[config.mk]
export PLATFORM = sky130hd
export DESIGN_NAME = uart_mem_loader_flat
export DESIGN_NICKNAME = d
export VERILOG_FILES = /design/src/rtl/uart_mem_loader_if.sv /design/src/rtl/uart_mem_loader.sv /design/src/flat_wrapper.sv
export SDC_FILE = /design/constraint.sdc
export NUM_CORES = 1
export LEC_CHECK = 0
export CAP_MARGIN = 20
export CORE_MARGIN = 2
export CORE_UTILIZATION = 61
export DETAILED_ROUTE_END_ITERATION = 6
export PLACE_DENSITY = 0.89
export SLEW_MARGIN = 5
export SYNTH_ARGS = -nofsm -noshare
export SYNTH_HDL_FRONTEND = slang
export SYNTH_SLANG_ARGS = --single-unit
[constraint.sdc]
create_clock -name clk -period 11.3 [get_ports clk]
set_clock_uncertainty 0.2 [all_clocks]
set_input_delay 2.26 -clock clk [delete_from_list [all_inputs] [get_ports clk]]
set_output_delay 2.26 -clock clk [all_outputs]
set_load 0.03 [all_outputs]
[src/rtl/uart_mem_loader_if.sv]
// Write-only memory bus driven by the UART loader.
// mem_valid is a one-cycle strobe with no ready: the target accepts every write in the cycle it is presented.
interface uart_mem_loader_if;
  logic        mem_valid;
  logic        mem_write;
  logic [3:0]  mem_wmask;
  logic [31:0] mem_wdata;
  logic [31:0] mem_addr;

  modport master (output mem_valid, mem_write, mem_wmask, mem_wdata, mem_addr);
  modport slave  (input  mem_valid, mem_write, mem_wmask, mem_wdata, mem_addr);
endinterface

[src/rtl/uart_mem_loader.sv]
// UART 8N1 receiver plus a command parser: 'L' frames write words to memory and 'G' releases the CPU.
module uart_mem_loader #(
  parameter int CLOCK_RATE   = 12_000_000,
  parameter int BAUD_RATE    = 115200,
  parameter int TIMEOUT_BITS = 20
) (
  input  logic                    clk,
  input  logic                    rst,
  input  logic                    rx_i,
  uart_mem_loader_if.master       bus,
  output logic                    cpu_hold_o,
  output logic [31:0]             start_pc_o,
  output logic                    done_o,
  output logic                    frame_err_o,
  output logic [4:0]              dbg_state_o
);
  localparam int DIV  = CLOCK_RATE / BAUD_RATE;
  localparam int HALF = DIV / 2;
  localparam int CW   = $clog2(DIV + 1);

  typedef enum logic [1:0] {RX_IDLE, RX_START, RX_DATA, RX_STOP} rx_state_t;
  typedef enum logic [2:0] {P_IDLE, P_ADDR, P_LEN, P_DATA, P_GO} p_state_t;

  rx_state_t rx_state_q, rx_state_d;
  logic [CW-1:0] rx_cnt_q, rx_cnt_d;
  logic [2:0]    rx_bit_q, rx_bit_d;
  logic [7:0]    rx_shift_q, rx_shift_d;
  logic          rx_meta_q, rx_sync_q;
  logic          byte_valid_q, byte_valid_d;
  logic          rx_err_q, rx_err_d;

  p_state_t p_state_q, p_state_d;
  logic [1:0]              byte_cnt_q, byte_cnt_d;
  logic [31:0]             shift_q, shift_d, shifted;
  logic [31:0]             addr_q, addr_d;
  logic [15:0]             len_q, len_d;
  logic [TIMEOUT_BITS-1:0] gap_q, gap_d;
  logic                    valid_q, valid_d;
  logic [31:0]             wdata_q, wdata_d;
  logic [31:0]             out_addr_q, out_addr_d;
  logic                    done_q, done_d;
  logic                    ferr_q, ferr_d;
  logic [31:0]             start_pc_q, start_pc_d;
  logic                    hold_q, hold_d;

  always_ff @(posedge clk or posedge rst) begin
    if (rst) begin
      rx_meta_q    <= 1'b1;
      rx_sync_q    <= 1'b1;
      rx_state_q   <= RX_IDLE;
      rx_cnt_q     <= '0;
      rx_bit_q     <= '0;
      rx_shift_q   <= '0;
      byte_valid_q <= 1'b0;
      rx_err_q     <= 1'b0;
    end else begin
      rx_meta_q    <= rx_i;
      rx_sync_q    <= rx_meta_q;
      rx_state_q   <= rx_state_d;
      rx_cnt_q     <= rx_cnt_d;
      rx_bit_q     <= rx_bit_d;
      rx_shift_q   <= rx_shift_d;
      byte_valid_q <= byte_valid_d;
      rx_err_q     <= rx_err_d;
    end
  end

  // Start bit is re-checked at mid-bit so short glitches never become bytes.
  always_comb begin
    rx_state_d   = rx_state_q;
    rx_cnt_d     = rx_cnt_q;
    rx_bit_d     = rx_bit_q;
    rx_shift_d   = rx_shift_q;
    byte_valid_d = 1'b0;
    rx_err_d     = 1'b0;
    case (rx_state_q)
      RX_IDLE: begin
        rx_cnt_d = '0;
        if (!rx_sync_q) rx_state_d = RX_START;
      end
      RX_START: begin
        rx_cnt_d = rx_cnt_q + 1'b1;
        if (rx_cnt_q == CW'(HALF - 1)) begin
          rx_cnt_d   = '0;
          rx_bit_d   = '0;
          rx_state_d = rx_sync_q ? RX_IDLE : RX_DATA;
        end
      end
      RX_DATA: begin
        rx_cnt_d = rx_cnt_q + 1'b1;
        if (rx_cnt_q == CW'(DIV - 1)) begin
          rx_cnt_d   = '0;
          rx_shift_d = {rx_sync_q, rx_shift_q[7:1]};
          rx_bit_d   = rx_bit_q + 3'd1;
          if (rx_bit_q == 3'd7) rx_state_d = RX_STOP;
        end
      end
      RX_STOP: begin
        rx_cnt_d = rx_cnt_q + 1'b1;
        if (rx_cnt_q == CW'(DIV - 1)) begin
          rx_cnt_d     = '0;
          rx_state_d   = RX_IDLE;
          byte_valid_d = rx_sync_q;
          rx_err_d     = !rx_sync_q;
        end
      end
      default: rx_state_d = RX_IDLE;
    endcase
  end

  always_ff @(posedge clk or posedge rst) begin
    if (rst) begin
      p_state_q  <= P_IDLE;
      byte_cnt_q <= '0;
      shift_q    <= '0;
      addr_q     <= '0;
      len_q      <= '0;
      gap_q      <= '0;
      valid_q    <= 1'b0;
      wdata_q    <= '0;
      out_addr_q <= '0;
      done_q     <= 1'b0;
      ferr_q     <= 1'b0;
      start_pc_q <= '0;
      hold_q     <= 1'b1;
    end else begin
      p_state_q  <= p_state_d;
      byte_cnt_q <= byte_cnt_d;
      shift_q    <= shift_d;
      addr_q     <= addr_d;
      len_q      <= len_d;
      gap_q      <= gap_d;
      valid_q    <= valid_d;
      wdata_q    <= wdata_d;
      out_addr_q <= out_addr_d;
      done_q     <= done_d;
      ferr_q     <= ferr_d;
      start_pc_q <= start_pc_d;
      hold_q     <= hold_d;
    end
  end

  // Bytes enter at the top so the first one received ends up least significant.
  assign shifted = {rx_shift_q, shift_q[31:8]};

  always_comb begin
    p_state_d  = p_state_q;
    byte_cnt_d = byte_cnt_q;
    shift_d    = shift_q;
    addr_d     = addr_q;
    len_d      = len_q;
    gap_d      = gap_q;
    valid_d    = 1'b0;
    wdata_d    = wdata_q;
    out_addr_d = out_addr_q;
    done_d     = 1'b0;
    ferr_d     = 1'b0;
    start_pc_d = start_pc_q;
    hold_d     = hold_q;
    if (rx_err_q) begin
      ferr_d     = 1'b1;
      gap_d      = '0;
      byte_cnt_d = '0;
      p_state_d  = P_IDLE;
    end else if (byte_valid_q) begin
      gap_d      = '0;
      shift_d    = shifted;
      byte_cnt_d = byte_cnt_q + 2'd1;
      case (p_state_q)
        P_IDLE: begin
          byte_cnt_d = '0;
          if (rx_shift_q == 8'h4C) p_state_d = P_ADDR;
          else if (rx_shift_q == 8'h47) p_state_d = P_GO;
        end
        P_ADDR: if (byte_cnt_q == 2'd3) begin
          addr_d     = {shifted[31:2], 2'b00};
          byte_cnt_d = '0;
          p_state_d  = P_LEN;
        end
        P_LEN: if (byte_cnt_q == 2'd1) begin
          len_d      = shifted[31:16];
          byte_cnt_d = '0;
          if (shifted[31:16] == 16'd0) begin
            done_d    = 1'b1;
            p_state_d = P_IDLE;
          end else begin
            p_state_d = P_DATA;
          end
        end
        P_DATA: if (byte_cnt_q == 2'd3) begin
          valid_d    = 1'b1;
          wdata_d    = shifted;
          out_addr_d = addr_q;
          addr_d     = addr_q + 32'd4;
          len_d      = len_q - 16'd1;
          if (len_q == 16'd1) begin
            done_d    = 1'b1;
            p_state_d = P_IDLE;
          end
        end
        P_GO: if (byte_cnt_q == 2'd3) begin
          start_pc_d = shifted;
          hold_d     = 1'b0;
          p_state_d  = P_IDLE;
        end
        default: p_state_d = P_IDLE;
      endcase
    end else if (p_state_q != P_IDLE) begin
      if (gap_q == '1) begin
        ferr_d     = 1'b1;
        gap_d      = '0;
        byte_cnt_d = '0;
        p_state_d  = P_IDLE;
      end else begin
        gap_d = gap_q + 1'b1;
      end
    end
  end

  assign bus.mem_valid = valid_q;
  assign bus.mem_write = valid_q;
  assign bus.mem_wmask = valid_q ? 4'hF : 4'h0;
  assign bus.mem_wdata = wdata_q;
  assign bus.mem_addr  = out_addr_q;
  assign cpu_hold_o    = hold_q;
  assign start_pc_o    = start_pc_q;
  assign done_o        = done_q;
  assign frame_err_o   = ferr_q;
  assign dbg_state_o   = {rx_state_q, p_state_q};
endmodule
[src/flat_wrapper.sv]
// flat-port wrapper written by rule: the top's interface ports become plain ports
module uart_mem_loader_flat 
#(
  parameter int CLOCK_RATE   = 12_000_000,
  parameter int BAUD_RATE    = 115200,
  parameter int TIMEOUT_BITS = 20
)
  (clk, rst, rx_i, cpu_hold_o, start_pc_o, done_o, frame_err_o, dbg_state_o, bus_mem_valid, bus_mem_write, bus_mem_wmask, bus_mem_wdata, bus_mem_addr);
  uart_mem_loader_if bus_i ();
  input  logic clk;
  input  logic rst;
  input  logic rx_i;
  output logic cpu_hold_o;
  output logic [31:0] start_pc_o;
  output logic done_o;
  output logic frame_err_o;
  output logic [4:0] dbg_state_o;
  output wire logic [$bits(bus_i.mem_valid)-1:0] bus_mem_valid;
  output wire logic [$bits(bus_i.mem_write)-1:0] bus_mem_write;
  output wire logic [$bits(bus_i.mem_wmask)-1:0] bus_mem_wmask;
  output wire logic [$bits(bus_i.mem_wdata)-1:0] bus_mem_wdata;
  output wire logic [$bits(bus_i.mem_addr)-1:0] bus_mem_addr;
  assign bus_mem_valid = bus_i.mem_valid;
  assign bus_mem_write = bus_i.mem_write;
  assign bus_mem_wmask = bus_i.mem_wmask;
  assign bus_mem_wdata = bus_i.mem_wdata;
  assign bus_mem_addr = bus_i.mem_addr;
  uart_mem_loader #(.CLOCK_RATE(CLOCK_RATE), .BAUD_RATE(BAUD_RATE), .TIMEOUT_BITS(TIMEOUT_BITS)) u_core (.clk(clk), .rst(rst), .rx_i(rx_i), .bus(bus_i), .cpu_hold_o(cpu_hold_o), .start_pc_o(start_pc_o), .done_o(done_o), .frame_err_o(frame_err_o), .dbg_state_o(dbg_state_o));
endmodule
==> results of run 1 <==
## area by class of cell
cell class | count | area [µm²] | area share [%]
Sequential cell | 217 | 5430 | 45.1
Multi-Input combinational cell | 675 | 4260 | 35.3
Timing Repair Buffer | 123 | 1230 | 10.2
Clock buffer | 27 | 609 | 5.06
Tap cell | 216 | 270 | 2.24
Clock inverter | 13 | 171 | 1.42
Inverter | 18 | 75.1 | 0.623
## layout by cell type, fill, tap and decap left out, types with 5 or more instances in the layout
master / n
sky130_fd_sc_hd__and3_1: 9
sky130_fd_sc_hd__nand2_1: 187
sky130_fd_sc_hd__o22ai_1: 16
sky130_fd_sc_hd__nor4_1: 6
sky130_fd_sc_hd__o22a_1: 6
sky130_fd_sc_hd__nand4_1: 16
sky130_fd_sc_hd__and4_1: 5
sky130_fd_sc_hd__o21ai_0: 38
sky130_fd_sc_hd__inv_1: 16
sky130_fd_sc_hd__clkdlybuf4s50_1: 110
sky130_fd_sc_hd__clkbuf_16: 22
sky130_fd_sc_hd__or3_1: 7
sky130_fd_sc_hd__buf_4: 11
sky130_fd_sc_hd__a31oi_1: 7
sky130_fd_sc_hd__a2bb2oi_1: 6
sky130_fd_sc_hd__nand3_1: 28
sky130_fd_sc_hd__ha_1: 10
sky130_fd_sc_hd__xnor2_1: 5
sky130_fd_sc_hd__mux2_2: 83
sky130_fd_sc_hd__dfrtp_1: 214
sky130_fd_sc_hd__a21oi_1: 58
sky130_fd_sc_hd__nor3_1: 14
sky130_fd_sc_hd__xor2_1: 18
sky130_fd_sc_hd__a31o_2: 5
sky130_fd_sc_hd__nor2_1: 66
## registers in the layout (all words and copies together), names as in the netlist, 2 cells and up
register	flops
u_core.bus.mem_wdata	32
u_core.start_pc_o	32
u_core.addr_q	30
u_core.bus.mem_addr	30
u_core.shift_q	24
u_core.gap_q	20
u_core.len_q	16
u_core.rx_shift_q	8
u_core.rx_cnt_q	7
u_core.p_state_q	3
u_core.rx_bit_q	3
u_core.byte_cnt_q	2
u_core.rx_state_q	2
## path summary, 6_finish.rpt
kind | cells after the start | start | end | slack, ns
min reg2reg | 0 | u_core.rx_meta_q | u_core.rx_sync_q | 0.16
max reg2reg | 8 | u_core.rx_err_q | u_core.addr_q[22] | 7.95
max | 1 | u_core.p_state_q[2] | dbg_state_o[2] | 6.93
max in group asynchronous | 4 | rst | u_core.rx_meta_q | 7.46
min | 0 | u_core.rx_meta_q | u_core.rx_sync_q | 0.16
min in group asynchronous | 2 | rst | u_core.start_pc_o[11] | 2.12
## metrics by stage
stage	hold WS, ns	cells	setup slack (ns)	area [µm²]	power, W
6_report	0.159	1289	6.93	12000	0.00157
5_1_grt	0.164	1289	6.89	12000	0.00161
4_1_cts	0.160	1287	6.95	12000	0.00157
3_5_place_dp	0.151	1247	6.54	11200	0.000810
3_3_place_gp	0.145	1247	6.54	11200	0.000810
2_1_floorplan	0.145	976	2.91	10100	0.000805
## logic make-up after synthesis
family	share of synthesized area (%)
other	0.0373
XOR/XNOR	2.00
AND/OR/NAND/NOR	17.8
buffers and inverters	3.82
adder cells (fa/ha/maj)	1.24
multiplexers	9.49
AO/OA/AOI/OAI	11.6
flip-flops	54.0
## where the power goes
part / internal (W) / switching (W)
Sequential: 0.000777 / 0.000000258
Clock: 0.000457 / 0.000314
Combinational: 0.00000204 / 0.0000157
Total: 0.00124 / 0.000330
## per-layer routing
layer	GRT usage, %	part of all wire [%]	up-vias
met5	0	0	-
met4	8.24	2.5	0
met3	5.90	9.1	62
met2	45.0	47	377
met1	39.3	41	3904
li1	-	-	3603
==> metrics.md, run 1 <==
| Metric | Value |
|---|---|
| Outcome | `complete, no violations` |
| Flip-flop cell with the highest count after synthesis | `sky130_fd_sc_hd__dfrtp_1` |
| Util after Layout | `75.3%` |
| H-tree levels | `1` |
| Die area | `17500 µm²` |
| Leading post-synthesis cells by cell area | `sky130_fd_sc_hd__dfrtp_1 53%, sky130_fd_sc_hd__mux2_2 9.3%, sky130_fd_sc_hd__nand2_1 7.0%, sky130_fd_sc_hd__a21oi_1 2.9%, sky130_fd_sc_hd__nor2_1 2.5%` |
| Number of library cell types mapped by synthesis | `74` |
| Fin crit share | `38.7%` |
| Cell area after technology mapping | `10100 µm²` |
| Number of antenna repair diodes | `0` |
| Wire length of the first global-routing pass | `40200 µm` |
| Number of synthesized flops with an enable pin | `0` |
| Warnings from Yosys | `0` |
| Worst supply voltage drop on vdd | `0.102 mV` |
| Power per Cell Area | `130 nW/µm²` |
| Filler Cell Count | `1039` |
| Die Span X | `132 µm` |
| Maximum number of pins on one net before global-route repair | `132` |
| CP required | `8.84 ns` |
| Fin crit period | `4.37 ns` |
| Final #Nets | `1070` |
| Longest individual stage delay on the worst path | `0.76 ns` |
| Largest delay contributor family on the critical path | `buffers and inverters` |
| Max-cap viol count | `0` |
| WP data arrival | `1.91 ns` |
| Final Max Tran Viols | `0` |
| Final sum of negative setup slack | `0 ns` |
| Buffers & Inverters on Critical Path | `1` |
| Clock tree from TritonCTS | `yes` |
| Via count of the first global-routing pass | `7720` |
| Critical Path Start Type | `flop` |
| Synth Register Bits | `217` |
| Number of setup violations in the final report | `0` |
| Per-cell via count in the routed design | `6.16` |
| Initial DRC count | `813` |
| Post-synth top area cell | `sky130_fd_sc_hd__dfrtp_1` |
| Maximum fanout count along the critical path | `11` |
| Leakage power total | `5.60 nW` |
| Residual DRC | `0` |
| I/O pins | `113` |
| Share of the yosys chip area belonging to registers | `54.0%` |
| Number of antenna violations at the first check in global routing | `0` |
| Global-route congestion overflow total | `0` |
| Slowest cell on crit path | `sky130_fd_sc_hd__clkdlybuf4s50_1` |
| FFs w/ async S/R, synth | `100%` |
| Y dimension of the die | `132 µm` |
| Standard cell core area | `16000 µm²` |
| RSZ-0062 raised after global routing | `false` |
| Fmax | `229 MHz` |
| List of most frequent post-synthesis cells | `214 x sky130_fd_sc_hd__dfrtp_1, 188 x sky130_fd_sc_hd__nand2_1, 83 x sky130_fd_sc_hd__mux2_2, 66 x sky130_fd_sc_hd__nor2_1, 58 x sky130_fd_sc_hd__a21oi_1` |
| Layout cells sized above 1 | `15.6%` |
| Post-synth top area share | `53.2%` |
| Overall via count from detail_route | `7946` |
| Starting Density | `62.9%` |
| CTS root buffer | `sky130_fd_sc_hd__clkbuf_16` |
| Largest buffer count on any clock path | `3` |
| Synth-to-layout area growth | `19.7%` |
| Number of buffers inserted for hold repair after clock tree synthesis | `0` |
| Detailed-placement wirelength estimate | `15600 µm` |
| Final ANT Viol Nets | `0` |
| # Post-CTS Setup Buffers | `0` |
| Port Buffers | `110` |
| Post-detailed-route wirelength per cell | `19.3 µm` |
| Type of element capturing the critical path | `output port` |
| Post-Synthesis Cells | `975` |
| WS Path Type | `flop to output port` |
| Pin slew with the least headroom to its limit | `0.885 ns` |
| First-pass iteration count of the detailed router | `5` |
| Placement row count | `46` |
| Routability Congestion | `0.899` |
| Synthesized area per cell | `10.3 µm²` |
| Clock sink total | `217` |
| CTS Buf Count | `22` |
| Hold Violations, Final | `0` |
| # resized after CTS | `0` |
| Sum of routed wire length over all layers | `24900 µm` |
| Classification of the worst-slack hold path | `flop to flop` |
| Cells along the critical path | `clkdlybuf4s50_1` |
| Most instantiated library cell after synthesis | `sky130_fd_sc_hd__dfrtp_1` |
| Latest clock arrival within the worst-skew pair | `0.51 ns` |
| Clock transition time at the flip-flop clock pins of the worst setup and hold paths | `0.07 ns` |
| Slew margin rel. | `41.0%` |
| Aggregate global-route resource usage | `28.1%` |
Power figures use the tool's default switching activity.
==> inputs of run 2 (changes only) <==
--- a/config.mk
+++ b/config.mk
@@ -7,9 +7,9 @@
 export LEC_CHECK = 0
 export CAP_MARGIN = 20
 export CORE_MARGIN = 2
-export CORE_UTILIZATION = 61
+export CORE_UTILIZATION = 57
 export DETAILED_ROUTE_END_ITERATION = 6
-export PLACE_DENSITY = 0.89
+export PLACE_DENSITY = 0.84
 export SLEW_MARGIN = 5
 export SYNTH_ARGS = -nofsm -noshare
 export SYNTH_HDL_FRONTEND = slang
==> constraint.sdc (replaced) <==
create_clock -name clk -period 4.5 [get_ports clk]
set_clock_uncertainty 0.2 [all_clocks]
set_input_delay 0.9 -clock clk [delete_from_list [all_inputs] [get_ports clk]]
set_output_delay 0.9 -clock clk [all_outputs]
set_load 0.03 [all_outputs]
==> metrics.md, run 2 (synthesis results as in run 1) <==
| Metric | Value |
|---|---|
| Max-cap viol count | `0` |
| Fmax | `299 MHz` |
| Post-detailed-route wirelength per cell | `18.6 µm` |
| CTS Buf Count | `23` |
| Residual DRC | `0` |
| Clock sink total | `217` |
| # Post-CTS Setup Buffers | `0` |
| Leading cell type in the layout, fill and taps excluded | `sky130_fd_sc_hd__dfrtp_1` |
| Classification of the worst-slack hold path | `flop to flop` |
| Placement row count | `48` |
| Type of element capturing the critical path | `output port` |
| Cells along the critical path | `clkdlybuf4s50_1` |
| Number of setup violations in the final report | `0` |
| Latest clock arrival within the worst-skew pair | `0.52 ns` |
| Slew margin rel. | `31.7%` |
| WP data arrival | `2.25 ns` |
| Worst supply voltage drop on vdd | `0.311 mV` |
| Die area | `18700 µm²` |
| Util after Layout | `69.1%` |
| Number of antenna violations at the first check in global routing | `0` |
| Cell area after placement | `11200 µm²` |
| Number of buffers inserted for hold repair after clock tree synthesis | `0` |
| Die Span X | `137 µm` |
| Aggregate global-route resource usage | `26.6%` |
| Final sum of negative setup slack | `0 ns` |
| Fin crit period | `3.35 ns` |
| Final ANT Viol Nets | `0` |
| Overall via count from detail_route | `7918` |
| Maximum number of pins on one net before global-route repair | `90` |
| I/O pins | `113` |
| Leakage power total | `5.54 nW` |
| CTS root buffer | `sky130_fd_sc_hd__clkbuf_16` |
| Power per Cell Area | `315 nW/µm²` |
| Critical Path Start Type | `flop` |
| # resized after CTS | `0` |
| RSZ-0062 raised after global routing | `false` |
| Wire length of the first global-routing pass | `39500 µm` |
| Final #Nets | `1070` |
| Highest-count cells in the layout ignoring fill and taps | `214 x sky130_fd_sc_hd__dfrtp_1, 187 x sky130_fd_sc_hd__nand2_1, 110 x sky130_fd_sc_hd__clkdlybuf4s50_1` |
| Worst hold slack | `0.155 ns` |
| Port Buffers | `110` |
| Buffers & Inverters on Critical Path | `1` |
| Longest individual stage delay on the worst path | `0.90 ns` |
| Clock tree from TritonCTS | `yes` |
| CP required | `3.40 ns` |
| Largest delay contributor family on the critical path | `flip-flops` |
| Pin slew with the least headroom to its limit | `1.02 ns` |
| Detailed-placement wirelength estimate | `15500 µm` |
| Largest buffer count on any clock path | `3` |
| Per-cell via count in the routed design | `6.10` |
| Fin crit share | `74.4%` |
| Outcome | `complete, no violations` |
| Y dimension of the die | `137 µm` |
| Sum of routed wire length over all layers | `24100 µm` |
| Synth-to-layout area growth | `18.7%` |
| FF-to-FF setup slack | `1.31 ns` |
| Routability Congestion | `0.895` |
| Global-route congestion overflow total | `0` |
| Layout cells sized above 1 | `15.2%` |
| First-pass iteration count of the detailed router | `6` |
| Initial DRC count | `718` |
| Via count of the first global-routing pass | `7518` |
| H-tree levels | `1` |
| Starting Density | `58.2%` |
| Final Cell Area | `11900 µm²` |
| Slowest cell on crit path | `sky130_fd_sc_hd__dfrtp_1` |
| WS Path Type | `flop to output port` |
| Standard cell core area | `17300 µm²` |
| Hold Violations, Final | `0` |
| Clock transition time at the flip-flop clock pins of the worst setup and hold paths | `0.06 ns` |
| Pre-CTS worst setup slack | `1.33 ns` |
| Final Max Tran Viols | `0` |
| Number of antenna repair diodes | `0` |
| Final worst slack | `1.15 ns` |
| Maximum fanout count along the critical path | `24` |
-- run 2: layout make-up --
| cell class | instances | area [µm²] |
|---|---|---|
| clock buffer | 32 | 639 |
| clock inverter | 9 | 58.8 |
| fill | 1270 | 5350 |
| inverter | 18 | 71.3 |
| multi-input combinational | 675 | 4260 |
| sequential | 217 | 5430 |
| tap | 225 | 282 |
| timing repair buffer | 122 | 1200 |
-- run 2: metrics by stage --
stage	total power (W)	instances
after CTS	0.00379	1298
after floorplan	0.00202	976
after global routing	0.00388	1298
after global placement	0.00204	1257
final	0.00377	1298
after detailed placement	0.00204	1257
-- run 2: final timing paths --
check | from | to | cells past startpoint
setup reg to reg | u_core.rx_err_q | u_core.bus.mem_wdata[20] | 9
hold reg to reg | u_core.rx_meta_q | u_core.rx_sync_q | 0
setup / recovery | u_core.p_state_q[1] | dbg_state_o[1] | 1
min in group asynchronous | rst | u_core.start_pc_o[11] | 3
max in group asynchronous | rst | u_core.len_q[7] | 3
hold / removal | u_core.rx_meta_q | u_core.rx_sync_q | 0
-- run 2: where the power goes --
part | switching [W] | internal [W] | total (W)
clock network | 0.000769 | 0.000998 | 0.00177
logic | 0.0000398 | 0.00000481 | 0.0000446
registers | 0.000000574 | 0.00195 | 0.00195
-- run 2: worst register-to-register path, cell delays in order, from the launching register on --
cell and delay [ns]:
sky130_fd_sc_hd__dfrtp_1 0.40, sky130_fd_sc_hd__nand2b_1 0.12, sky130_fd_sc_hd__buf_4 0.39, sky130_fd_sc_hd__nor3_4 0.09, sky130_fd_sc_hd__buf_4 0.27, sky130_fd_sc_hd__nand2_2 0.49, sky130_fd_sc_hd__clkinv_1 0.54, sky130_fd_sc_hd__buf_4 0.40
sky130_fd_sc_hd__nand2_1 0.14, sky130_fd_sc_hd__nand2_1 0.06
-- run 2: routing by layer --
metal	global-route usage (%)	share of wire (%)	up-vias
met2	41.4	46	383
li1	-	-	3604
met5	0	0	-
met1	38.8	43	3873
met4	7.85	2.6	0
met3	4.33	8.7	58
